## config.mk

```make
export PLATFORM = sky130hd
export DESIGN_NAME = fetch_sequencer
export DESIGN_NICKNAME = d
export VERILOG_FILES = /design/src/rtl/fetch_sequencer.sv
export SDC_FILE = /design/constraint.sdc
export NUM_CORES = 1
export LEC_CHECK = 0
export ABC_AREA = 1
export CORE_ASPECT_RATIO = 2
export CORE_MARGIN = 4
export CORE_UTILIZATION = 49
export DETAILED_ROUTE_END_ITERATION = 6
export PLACE_DENSITY = 0.86
export SLEW_MARGIN = 40
export SYNTH_ARGS = -nofsm -noshare
export SYNTH_HDL_FRONTEND = slang
export SYNTH_SLANG_ARGS = --single-unit
```

## constraint.sdc

```tcl
create_clock -name clk -period 4.5 [get_ports clk]
set_input_delay 0.45 -clock clk [delete_from_list [all_inputs] [get_ports clk]]
set_output_delay 0.45 -clock clk [all_outputs]
set_load 0.05 [all_outputs]
```

## src/rtl/fetch_sequencer.sv

```systemverilog
// fetch_sequencer: instruction-fetch controller for the decodec stage.
// It holds the PC and fetches one word per instruction over a request/acknowledge
// handshake. It presents the word for an EXEC cycle, then picks the next PC from
// the decoder's jump and branch requests.
module fetch_sequencer #(
    parameter int ADDR_W   = 10,
    parameter int DATA_W   = 16,
    parameter int BR_W     = 6,
    parameter int RESET_PC = 0,
    parameter int TIMEOUT  = 15
) (
    input  logic              clk,
    input  logic              rst_n,
    input  logic              start_i,
    input  logic              halt_i,
    input  logic              stall_i,
    output logic              imem_req_o,
    output logic [ADDR_W-1:0] imem_addr_o,
    input  logic [DATA_W-1:0] imem_data_i,
    input  logic              imem_ack_i,
    output logic [DATA_W-1:0] instr_o,
    output logic              instr_valid_o,
    input  logic              jmp_enable_i,
    input  logic [ADDR_W-1:0] jmp_dir_i,
    input  logic              branch_enable_i,
    input  logic [BR_W-1:0]   branch_dir_i,
    output logic [ADDR_W-1:0] pc_o,
    output logic              busy_o,
    output logic              fetch_err_o
);

    localparam int                CNT_W      = $clog2(TIMEOUT + 1);
    localparam logic [CNT_W-1:0]  CNT_LAST   = CNT_W'(TIMEOUT - 1);
    localparam logic [ADDR_W-1:0] RESET_PC_L = ADDR_W'(RESET_PC);

    typedef enum logic [2:0] {
        S_IDLE  = 3'd0,
        S_FETCH = 3'd1,
        S_EXEC  = 3'd2,
        S_HALT  = 3'd3,
        S_ERROR = 3'd4
    } state_e;

    state_e              state_q;
    logic [ADDR_W-1:0]   pc_q;
    logic [ADDR_W-1:0]   next_pc_d;
    logic [DATA_W-1:0]   instr_q;
    logic [CNT_W-1:0]    wait_cnt_q;
    logic                imem_req_q;
    logic                instr_valid_q;
    logic                busy_q;
    logic                fetch_err_q;

    // Two's-complement sign extension of the branch offset to PC width.
    function automatic logic [ADDR_W-1:0] sext_branch(input logic [BR_W-1:0] off);
        return {{(ADDR_W - BR_W){off[BR_W-1]}}, off};
    endfunction

    // Next-PC selection: absolute jump beats relative branch beats sequential; wraps modulo 2^ADDR_W.
    always_comb begin
        next_pc_d = pc_q + {{(ADDR_W - 1){1'b0}}, 1'b1};
        if (jmp_enable_i) begin
            next_pc_d = jmp_dir_i;
        end else if (branch_enable_i) begin
            next_pc_d = pc_q + sext_branch(branch_dir_i);
        end else begin
            next_pc_d = pc_q + {{(ADDR_W - 1){1'b0}}, 1'b1};
        end
    end

    // Fetch FSM with all outputs registered alongside the state so they track it cycle-exactly.
    always_ff @(posedge clk or negedge rst_n) begin
        if (!rst_n) begin
            state_q       <= S_IDLE;
            pc_q          <= RESET_PC_L;
            instr_q       <= {DATA_W{1'b0}};
            wait_cnt_q    <= {CNT_W{1'b0}};
            imem_req_q    <= 1'b0;
            instr_valid_q <= 1'b0;
            busy_q        <= 1'b0;
            fetch_err_q   <= 1'b0;
        end else begin
            case (state_q)
                S_IDLE, S_HALT: begin
                    if (start_i) begin
                        state_q    <= S_FETCH;
                        imem_req_q <= 1'b1;
                        busy_q     <= 1'b1;
                        wait_cnt_q <= {CNT_W{1'b0}};
                    end else begin
                        state_q <= state_q;
                    end
                end
                S_FETCH: begin
                    if (imem_ack_i) begin
                        state_q       <= S_EXEC;
                        instr_q       <= imem_data_i;
                        wait_cnt_q    <= {CNT_W{1'b0}};
                        imem_req_q    <= 1'b0;
                        instr_valid_q <= 1'b1;
                    end else if (wait_cnt_q == CNT_LAST) begin
                        // Memory never answered: latch the error, only reset recovers.
                        state_q     <= S_ERROR;
                        wait_cnt_q  <= {CNT_W{1'b0}};
                        imem_req_q  <= 1'b0;
                        busy_q      <= 1'b0;
                        fetch_err_q <= 1'b1;
                    end else begin
                        wait_cnt_q <= wait_cnt_q + {{(CNT_W - 1){1'b0}}, 1'b1};
                    end
                end
                S_EXEC: begin
                    if (stall_i) begin
                        state_q <= S_EXEC;
                    end else if (halt_i) begin
                        state_q       <= S_HALT;
                        instr_valid_q <= 1'b0;
                        busy_q        <= 1'b0;
                    end else begin
                        state_q       <= S_FETCH;
                        pc_q          <= next_pc_d;
                        instr_valid_q <= 1'b0;
                        imem_req_q    <= 1'b1;
                    end
                end
                S_ERROR: begin
                    state_q     <= S_ERROR;
                    fetch_err_q <= 1'b1;
                end
                default: begin
                    state_q       <= S_IDLE;
                    wait_cnt_q    <= {CNT_W{1'b0}};
                    imem_req_q    <= 1'b0;
                    instr_valid_q <= 1'b0;
                    busy_q        <= 1'b0;
                    fetch_err_q   <= 1'b0;
                end
            endcase
        end
    end

    assign imem_req_o    = imem_req_q;
    assign imem_addr_o   = pc_q;
    assign instr_o       = instr_q;
    assign instr_valid_o = instr_valid_q;
    assign pc_o          = pc_q;
    assign busy_o        = busy_q;
    assign fetch_err_o   = fetch_err_q;

endmodule

```

# After elaboration in Yosys (flattened, before gate mapping)
# Cells that the tools add are included.
[op_classes]
addsub = 3
eq_ne = 13
mux = 28
bitwise = 6
n_reduce_logical = 13
[ops]
columns = ["op", "count"]
rows = [
  ["$mux 10", 2],
  ["$ne 2x2->1 const B", 7],
  ["$mux 1", 12],
  ["$mux 4", 3],
  ["$pmux 3 s4", 1],
  ["$pmux 4 s3", 1],
  ["$add 10x1->10 const B", 1],
  ["$add 10x10->10", 1],
  ["$mux 3", 3],
  ["$reduce_and 3->1", 3],
  ["$pmux 1 s4", 2],
  ["$eq 3x2->1 const B", 2],
  ["$not 1->1", 6],
  ["$pmux 1 s3", 2],
  ["$reduce_and 2->1", 3],
  ["$reduce_and 6->1", 1],
  ["$reduce_or 3->1", 2],
  ["$reduce_and 5->1", 1],
  ["$add 4x1->4 const B", 1],
  ["$eq 4x4->1 const B", 1],
  ["$mux 2", 2],
  ["$reduce_or 2->1", 2],
  ["$eq 3x1->1 const B", 1],
  ["$eq 3x3->1 const B", 1],
  ["other kinds (2)", 2],
]
[word_totals]
ff_bits = 37
in_bits = 40
out_inout_bits = 40
elab_cells = 71

# Logic depth before layout (Yosys ltp)
# Gate-level depths: netlist of the first run.
[depth]
ltp_word = 4
mapped_depth = 14
ltp_nobuf = 13

# Worst setup path before layout of the first run
# No wires, ideal clock.
[synth_timing]
kind = "register -> register"
start = "reg pc_q[0] (netlist: imem_addr_o[0])"
end = "reg pc_q[6] (netlist: imem_addr_o[6])"
setup_time_ps = 127
t_arrival_ps = 1827
required_ps = 4373
path_slack_ps = 2546
path_stages_with_launch = 11
n_path_buf = 0
synth_period_minus_slack_ps = 1954
path_cell_list = "dfrtp_1 > ha_1 > fa_1 > nand3_1 > nand2_1 > nand3b_1 > nand2_1 > nand2_1 > nand3_1 > nand2_1 > o21ai_0"
[synth_between]
elab_chain_cells = 3
elab_cells_between_ends = 4
classes_between = "2 x add/sub; 2 x mux"
[synth_lines]
columns = ["element", "line", "rtl"]
rows = [
  ["start: declaration", "45", "logic [ADDR_W-1:0] pc_q;"],
  ["start signal: assignment", "121", "pc_q <= next_pc_d;"],
  ["$add 10x1->10 / $add 10x10->10 (equally long branches)", "67, 65", ""],
  ["$mux 10 (*)", "64", "end else if (branch_enable_i) begin"],
  ["$mux 10 (*)", "62", "if (jmp_enable_i) begin"],
]
# Mark *: on every way between the ends. The rest lies on a longest branch, timed or not.
# A chain may end at the register's enable or synchronous reset.

# Final worst setup path of the first run
[layout_timing]
start = "in branch_enable_i"
end = "reg pc_q[6] (netlist: imem_addr_o[6])"
[layout_between]
elab_chain_cells = 2
[layout_lines]
columns = ["element", "line", "rtl"]
rows = [
  ["start: declaration", "25", "input logic branch_enable_i,"],
  ["$mux 10", "64", ""],
  ["$mux 10", "62", ""],
]
# No other way between the ends.

==> impl_metrics.json, run 1 <==
{
  "ir_drop_mv": 0.516,
  "clkSlewWorstSetupHoldPaths_ns": 0.08,
  "routabilityCongestion": 0.900,
  "cts_tree": "yes",
  "syn2layout_area_growth_pct": 37.0,
  "syn-num-nets": 351,
  "hold_buffers": 0,
  "yosysUniqueCellTypes": 27,
  "seq_area_frac_synth_pct": 41.2,
  "rows": 34,
  "final_cell_mix": "nand2_1 (112), clkdlybuf4s50_1 (78), dfrtp_1 (37)",
  "root_buffer": "clkbuf_8",
  "grt_antenna_before_repair": 0,
  "critPathLaunchType": "input pin",
  "slew_headroom_pct": 63.3,
  "cts_resized": 0,
  "crit_required_ns": 4.67,
  "cts_inserted_buffers": 5,
  "rsz0062_at_grt": "false",
  "routed-via-count": 2182,
  "final_cells": 429,
  "wl_per_cell_um": 13.5,
  "drive_gt1_share_pct": 8.00,
  "drt_iter0_drc": 63,
  "io_buffers": 79,
  "globalRoute.totalOverflow": 0,
  "setup_tns_ns": 0,
  "drtPass1Iterations": 4,
  "cp_top_family": "buffers and inverters",
  "htreeDepth": 2,
  "fin_util_pct": 70.3,
  "grt_first_pass_wirelength_mm": 9.82,
  "coreArea_sq_mm": 0.00438,
  "cellPowerDensity_mw_per_mm2": 802,
  "final_common_cell": "nand2_1",
  "synth_area_sq_mm": 0.00225,
  "max_stage_delay_ns": 0.72,
  "period_needed_ns": 2.45,
  "maxSlewViolCount": 0,
  "synth_warnings": 0,
  "max_freq_ghz": 0.408,
  "hold_path.class": "input pin to async pin",
  "dpl.hpwl_mm": 4.59,
  "ios": 80,
  "crit_buf_inv": 1,
  "nets": 422,
  "path_class": "input pin to flop",
  "worst_setup_path_end_kind": "flop",
  "synth_edf_count": 0,
  "dp.cells": 421,
  "worst_pin_slew_ns": 0.548,
  "path_cells": "clkdlybuf4s50_1 > nand2_1 > ha_1 > fa_1 > nand3_1 > nand2_1 > nand3b_1 > nand2_1 > nand2_1 > nand3_1 > nand2_1 > o21ai_0",
  "netlist_instances": 303,
  "clockBufferDepth": 2,
  "ys.flop_type": "dfrtp_1",
  "status": "completed",
  "grt_pass1_vias": 2209,
  "synthArstFlopShare_pct": 100,
  "wirelength_mm": 5.78,
  "syn_avg_cell_area_sq_um": 7.42,
  "grt_start_max_net_pins": 38,
  "power.total_mw": 2.47,
  "clock_latency_ns": 0.29,
  "crit_arrival_ns": 2.62,
  "gr-usage-all-layers_pct": 20.8,
  "setup_viol": 0,
  "p_leak_nw": 1.56,
  "die_h_um": 104,
  "crit_fanout": 10,
  "drv_cap": 0,
  "ant_nets": 0,
  "fp.dieArea_sq_mm": 0.00580,
  "final_hold_viol_count": 0,
  "avgViaCountPerCell": 5.09,
  "period_share_pct": 54.4,
  "skew_ns": 0.0108,
  "drc": 0,
  "cp_slowest_cell": "clkdlybuf4s50_1",
  "die_w_um": 55.9,
  "post_cts_buffers": 0,
  "antenna_cells": 0,
  "synth_seq_cells": 37,
  "cts.sinks": 37,
  "crit_top_cell": "nand2_1",
  "start_util_pct": 51.3
}
[power by group]
part	internal (mW)	switching [mW]	leakage (nW)
clock	0.107	0.120	0.0439
sequential	0.481	0.129	0.458
combinational	0.532	1.10	1.05
total	1.12	1.35	1.56
[cells in the mapped netlist (3+ instances only)]
cell,n,area [sq um]
a21oi_1,11,55.1
a31oi_1,4,25.0
inv_2,4,15.0
dfrtp_1,37,926
nand2_1,112,420
xnor2_1,3,26.3
ha_1,7,87.6
nand4_1,3,18.8
nand3_1,16,80.1
buf_4,12,90.1
nand2_2,9,56.3
inv_1,28,105
o211ai_1,3,22.5
nor2_4,3,33.8
xor2_1,3,26.3
o21ai_0,10,50.1
nor2_1,22,82.6
nor2_2,4,25.0
[flip-flops by register name, summed over array words and instances, names as in the netlist]
name and count:
busy_o 1, fetch_err_o 1, imem_addr_o 10, imem_req_o 1, instr_o 16, instr_valid_o 1, state_q 3, wait_cnt_q 4
[path summary, 6_finish.rpt]
kind | to | slack (ns) | cells past startpoint | startpoint
worst max-delay path | imem_addr_o[6] | 2.05 | 12 | branch_enable_i
worst min-delay path | instr_o[3] | 0.10 | 1 | rst_n
worst max register to register | imem_addr_o[6] | 2.59 | 10 | imem_addr_o[0]
worst min register to register | instr_o[6] | 0.47 | 2 | instr_o[6]
max in group asynchronous | fetch_err_o | 4.05 | 1 | rst_n
min in group clk | instr_o[6] | 0.47 | 2 | instr_o[6]
[layer usage]
layer,GRT usage [%],vias up,part of all wire [%],wire length (um)
met4,9.68,0,3.5,201
met5,0,-,0,0
met2,40.3,69,58,3350
met3,4.73,18,4.7,271
met1,19.8,1008,34,1950
li1,-,1087,-,-
[per-stage QoR]
step	hold slack (ns)	setup WS, ns	area [sq um]
floorplan	0.154	2.55	2250
global placement	0.453	1.87	2990
detailed placement	0.441	1.76	2990
CTS	0.123	2.07	3080
global route	0.149	1.90	3080
finish	0.103	2.05	3080
[logic make-up after synthesis]
group / share of synthesized area, %
simple gates: 32.7
buf+inv: 10.3
flops: 41.2
compound gates: 8.68
fa+ha+maj: 4.79
xor+xnor: 2.34
[final cells by class]
cell class              instances  area [sq um]
inverters                      32           120
clock buffers                   5          68.8
clock inverters                 3          17.5
multi-input cells             219          1090
repair buffers                 79           788
flip-flops and latches         37           926
well taps                      54          67.6
fillers                       383          1300
No activity file was read; power rests on OpenSTA's default activity.
==> inputs of run 2 (changes only) <==
--- a/config.mk
+++ b/config.mk
@@ -8,9 +8,9 @@
 export ABC_AREA = 1
 export CORE_ASPECT_RATIO = 2
 export CORE_MARGIN = 4
-export CORE_UTILIZATION = 49
+export CORE_UTILIZATION = 45
 export DETAILED_ROUTE_END_ITERATION = 6
-export PLACE_DENSITY = 0.86
+export PLACE_DENSITY = 0.8
 export SLEW_MARGIN = 40
 export SYNTH_ARGS = -nofsm -noshare
 export SYNTH_HDL_FRONTEND = slang
==> constraint.sdc (replaced) <==
create_clock -name clk -period 2.56 [get_ports clk]
set_input_delay 0.256 -clock clk [delete_from_list [all_inputs] [get_ports clk]]
set_output_delay 0.256 -clock clk [all_outputs]
set_load 0.05 [all_outputs]
==> run 2 against run 1 <==
Worst hold slack better by 0.37 ns. Sequential share of layout area is 0.24 points lower. Largest power group unchanged. Non-clock buffer count grew 2. Utilization shrank 6.5 points. Sequential power grew 75%. First-iteration DRC count up 67%. Wire length is 0.80% higher. Combinational power grew 75%. Register-to-register slack worse by 1.9 ns. Final cell count grew 0.93%. Die area is 7.9% higher.
==> impl_metrics.json, run 2 (synthesis results as in run 1) <==
{
  "status": "completed",
  "clock_latency_ns": 0.29,
  "maxSlewViolCount": 0,
  "largest_reg_flops": 16,
  "p_switching_mw": 2.35,
  "wirelength_mm": 5.83,
  "ant_nets": 0,
  "critPathLaunchType": "input pin",
  "antenna_cells": 0,
  "clkSlewWorstSetupHoldPaths_ns": 0.08,
  "dp.cells": 425,
  "rsz0062_at_grt": "false",
  "fin_util_pct": 63.8,
  "fp.dieArea_sq_mm": 0.00626,
  "grt_start_max_net_pins": 38,
  "clkPwrFrac_pct": 9.8,
  "drc": 0,
  "dpl.hpwl_mm": 4.59,
  "ios": 80,
  "globalRoute.totalOverflow": 0,
  "path_cells": "clkdlybuf4s50_1 > nand2_1 > ha_1 > fa_1 > nand3_1 > nand2_1 > nand3b_1 > nand2_1 > nand2_1 > nand3_1 > nand2_1 > o21ai_0",
  "nets": 424,
  "hold_buffers": 1,
  "crit_fanout": 6,
  "setup_ws_ns": 0.540,
  "pwr-share-seq_pct": 24.6,
  "crit_required_ns": 2.74,
  "avgViaCountPerCell": 4.96,
  "whs_ns": 0.470,
  "clockBufferDepth": 2,
  "syn2layout_area_growth_pct": 38.1,
  "final_cell_area_sq_mm": 0.00310,
  "met1_usage_pct": 18.1,
  "routed-via-count": 2146,
  "final_cells": 433,
  "post_cts_buffers": 0,
  "coreArea_sq_mm": 0.00486,
  "worst_pin_slew_ns": 0.532,
  "skew_ns": 0.0100,
  "final_hold_viol_count": 0,
  "cellPowerDensity_mw_per_mm2": 1400,
  "power.total_mw": 4.35,
  "max_stage_delay_ns": 0.56,
  "final_common_cell": "nand2_1",
  "nFillCells": 426,
  "crit_arrival_ns": 2.21,
  "cts_resized": 0,
  "die_w_um": 58.0,
  "root_buffer": "clkbuf_8",
  "use_met2_pct": 39.3,
  "worst_setup_path_end_kind": "flop",
  "cts.sinks": 37,
  "crit_buf_inv": 1,
  "cp_top_family": "simple AND/OR/NAND/NOR gates",
  "period_share_pct": 78.9,
  "hold_path.class": "input pin to async pin",
  "wl_per_cell_um": 13.5,
  "rrSetupSlack_ns": 0.71,
  "slew_headroom_pct": 64.4,
  "p_leak_nw": 1.56,
  "drt_iter0_drc": 105,
  "p_sw_share_pct": 54.1,
  "grt_busiest_layer": "met2",
  "io_buffers": 79,
  "gr-usage-all-layers_pct": 20.0,
  "drtPass1Iterations": 4,
  "start_util_pct": 46.2,
  "rows": 36,
  "cts_inserted_buffers": 5,
  "pre_cts_ws_ns": 0.249,
  "drive_gt1_share_pct": 7.98,
  "cts_tree": "yes",
  "post_dp_cell_area_sq_mm": 0.00300,
  "final_cell_mix": "nand2_1 (112), clkdlybuf4s50_1 (78), dfrtp_1 (37)",
  "crit_top_cell": "nand2_1",
  "internal_power_mw": 1.99,
  "ir_drop_mv": 0.858,
  "cp_slowest_cell": "clkdlybuf4s50_1",
  "setup_tns_ns": 0,
  "path_class": "input pin to flop",
  "grt_pass1_vias": 2273,
  "routabilityCongestion": 0.851,
  "die_h_um": 108,
  "period_needed_ns": 2.02,
  "setup_viol": 0,
  "htreeDepth": 2,
  "grt_first_pass_wirelength_mm": 9.72,
  "grt_antenna_before_repair": 0,
  "p_comb_share_pct": 65.6,
  "max_freq_ghz": 0.495,
  "drv_cap": 0,
  "grt.met3_usage_pct": 4.54
}
-- run 2: changes by cell type in the layout (fill, tap and decap cells not counted) --
cell | previous run | this run
clkinv_2 | 2 | 0
buf_4 | 1 | 2
clkbuf_8 | 5 | 6
dlygate4sd3_1 | 0 | 1
-- run 2: worst register-to-register path, cell delays in order (launching register included) --
cell	delay (ns)
dfrtp_1	0.42
ha_1	0.26
fa_1	0.42
nand3_1	0.10
nand2_1	0.10
nand3b_1	0.12
nand2_1	0.06
nand2_1	0.05
nand3_1	0.07
nand2_1	0.08
o21ai_0	0.07
-- run 2: worst paths after layout --
| kind | startpoint | to | cells after the start |
|---|---|---|---|
| worst max-delay path | branch_enable_i | imem_addr_o[6] | 12 |
| min in group clk | instr_o[1] | instr_o[1] | 2 |
| worst min-delay path | rst_n | imem_addr_o[7] | 2 |
| worst min register to register | instr_o[1] | instr_o[1] | 2 |
| max in group asynchronous | rst_n | imem_addr_o[0] | 2 |
| worst max register to register | imem_addr_o[0] | imem_addr_o[6] | 10 |
-- run 2: power by group through the flow --
stage | sequential, mW | clock (mW) | combinational [mW]
after CTS | 1.07 | 0.435 | 2.88
after floorplan | 1.82 | 0 | 1.31
after global placement | 1.07 | 0 | 2.82
final | 1.07 | 0.425 | 2.85
after detailed placement | 1.08 | 0 | 2.86
after global routing | 1.11 | 0.455 | 3.08
-- run 2: cell type report --
| class | count | area, sq um | area share, % |
|---|---|---|---|
| tap | 57 | 71.3 | 2.30 |
| timing repair buffer | 81 | 806 | 26.0 |
| multi-input combinational | 219 | 1090 | 35.1 |
| clock buffer | 6 | 82.6 | 2.66 |
| sequential | 37 | 926 | 29.8 |
| clock inverter | 1 | 7.51 | 0.242 |
| inverter | 32 | 120 | 3.87 |
-- run 2: metal layers --
| layer | vias to the layer above | wire, um | share of wire [%] |
|---|---|---|---|
| li1 | 1085 | - | - |
| met1 | 993 | 1950 | 34 |
| met2 | 56 | 3410 | 59 |
| met3 | 12 | 304 | 5.2 |
| met4 | 0 | 157 | 2.7 |
| met5 | - | 0 | 0 |
==> inputs of run 3 (changes only) <==
==> constraint.sdc (replaced) <==
create_clock -name clk -period 1.89 [get_ports clk]
set_input_delay 0.189 -clock clk [delete_from_list [all_inputs] [get_ports clk]]
set_output_delay 0.189 -clock clk [all_outputs]
set_load 0.05 [all_outputs]
==> run 3 against run 2 <==
Non-clock buffer count increased by 10. Utilization up 2.9 points. Register-to-register slack got worse by 0.53 ns. Die area unchanged. Via count up 3.9%. Critical endpoint is now imem_addr_o[1]. Highest routed layer unchanged.
==> impl_metrics.json, run 3 (synthesis results as in run 1) <==
{
  "clockBufferDepth": 2,
  "final_cell_mix": "nand2_1 (111), clkdlybuf4s50_1 (78), dfrtp_1 (36)",
  "cp_top_family": "buffers and inverters",
  "setup_viol": 0,
  "cts_inserted_buffers": 5,
  "drt_iter0_drc": 58,
  "drv_cap": 0,
  "maxSlewViolCount": 0,
  "grt_antenna_before_repair": 0,
  "wirelength_mm": 5.87,
  "drive_gt1_share_pct": 12.7,
  "drc": 0,
  "final_common_cell": "nand2_1",
  "clock_latency_ns": 0.29,
  "crit_required_ns": 1.70,
  "ir_drop_mv": 1.35,
  "dpl.hpwl_mm": 4.67,
  "ant_nets": 0,
  "period_share_pct": 93.6,
  "routabilityCongestion": 0.872,
  "clkSlewWorstSetupHoldPaths_ns": 0.08,
  "fp.dieArea_sq_mm": 0.00626,
  "post_dp_cell_area_sq_mm": 0.00308,
  "avgViaCountPerCell": 5.02,
  "max_freq_ghz": 0.566,
  "worst_pin_slew_ns": 0.544,
  "largest_reg_flops": 16,
  "nFillCells": 412,
  "drtPass1Iterations": 4,
  "antenna_cells": 0,
  "die_w_um": 58.0,
  "cts_tree": "yes",
  "coreArea_sq_mm": 0.00486,
  "globalRoute.totalOverflow": 0,
  "crit_arrival_ns": 1.58,
  "rows": 36,
  "slew_headroom_pct": 63.6,
  "grt_first_pass_wirelength_mm": 9.84,
  "setup_tns_ns": 0,
  "hold_path.class": "input pin to async pin",
  "cellPowerDensity_mw_per_mm2": 1870,
  "worst_setup_path_end_kind": "primary output",
  "skew_ns": 0.00969,
  "status": "completed",
  "syn2layout_area_growth_pct": 44.2,
  "path_cells": "clkdlybuf4s50_1",
  "gr-usage-all-layers_pct": 20.2,
  "p_leak_nw": 1.63,
  "start_util_pct": 46.2,
  "final_cell_area_sq_mm": 0.00324,
  "ios": 80,
  "path_class": "flop to primary output",
  "grt_start_max_net_pins": 22,
  "period_needed_ns": 1.77,
  "critPathLaunchType": "flop",
  "cp_slowest_cell": "clkdlybuf4s50_1",
  "root_buffer": "clkbuf_8",
  "wl_per_cell_um": 13.2,
  "htreeDepth": 2,
  "max_stage_delay_ns": 0.84,
  "grt_pass1_vias": 2264,
  "routed-via-count": 2230,
  "die_h_um": 108,
  "final_hold_viol_count": 0,
  "io_buffers": 79,
  "cts.sinks": 37,
  "nets": 434,
  "crit_fanout": 5,
  "crit_buf_inv": 1
}
-- run 3: layout make-up --
class,instances,area [sq um],area share [%]
clock buffer,7,96.3,2.97
multi-input combinational,219,1130,34.9
tap,57,71.3,2.20
sequential,37,927,28.6
clock inverter,1,5.00,0.154
timing repair buffer,91,891,27.5
inverter,32,120,3.70
-- run 3: worst paths after layout --
check	start	endpoint	slack [ns]	depth (start not counted)
worst min register to register	instr_o[8]	instr_o[8]	0.47	2
max in group asynchronous	rst_n	imem_addr_o[0]	1.02	3
worst max register to register	imem_addr_o[0]	imem_addr_o[6]	0.18	10
min in group clk	imem_data_i[0]	instr_o[0]	0.43	3
worst min-delay path	rst_n	instr_o[2]	0.38	2
worst max-delay path	imem_addr_o[1]	imem_addr_o[1]	0.12	1
-- run 3: where the power goes --
group	internal (mW)	total [mW]	leakage, nW	switching (mW)
registers	1.15	1.47	0.458	0.324
clock network	0.330	0.602	0.0542	0.273
logic	1.38	4.00	1.12	2.62
-- run 3: what timing repair did --
action | in CTS | in global routing
endpoints found under the hold margin | 16 | 0
buffers inserted | 0 | 1
resized for setup | 0 | 8
setup endpoints to repair | 0 | 5
hold buffers | 1 | 0
-- run 3: layer usage --
metal / wire length, um / track usage (%)
met5: 0 / 0
met4: 199 / 9.95
met3: 252 / 4.30
met2: 3340 / 38.4
met1: 2080 / 19.6
-- run 3: per-stage QoR --
stage	hold slack [ns]	total power [mW]	std cells	setup slack, ns	utilization (%)
2_1_floorplan	-0.107	4.24	303	0.0448	-
3_3_place_gp	0.159	5.35	434	-0.171	63.4
3_5_place_dp	0.161	5.42	434	-0.228	63.4
4_1_cts	0.384	6.05	443	0.0688	65.7
5_1_grt	0.390	6.52	444	-0.0193	66.7
6_report	0.382	6.07	444	0.122	66.7
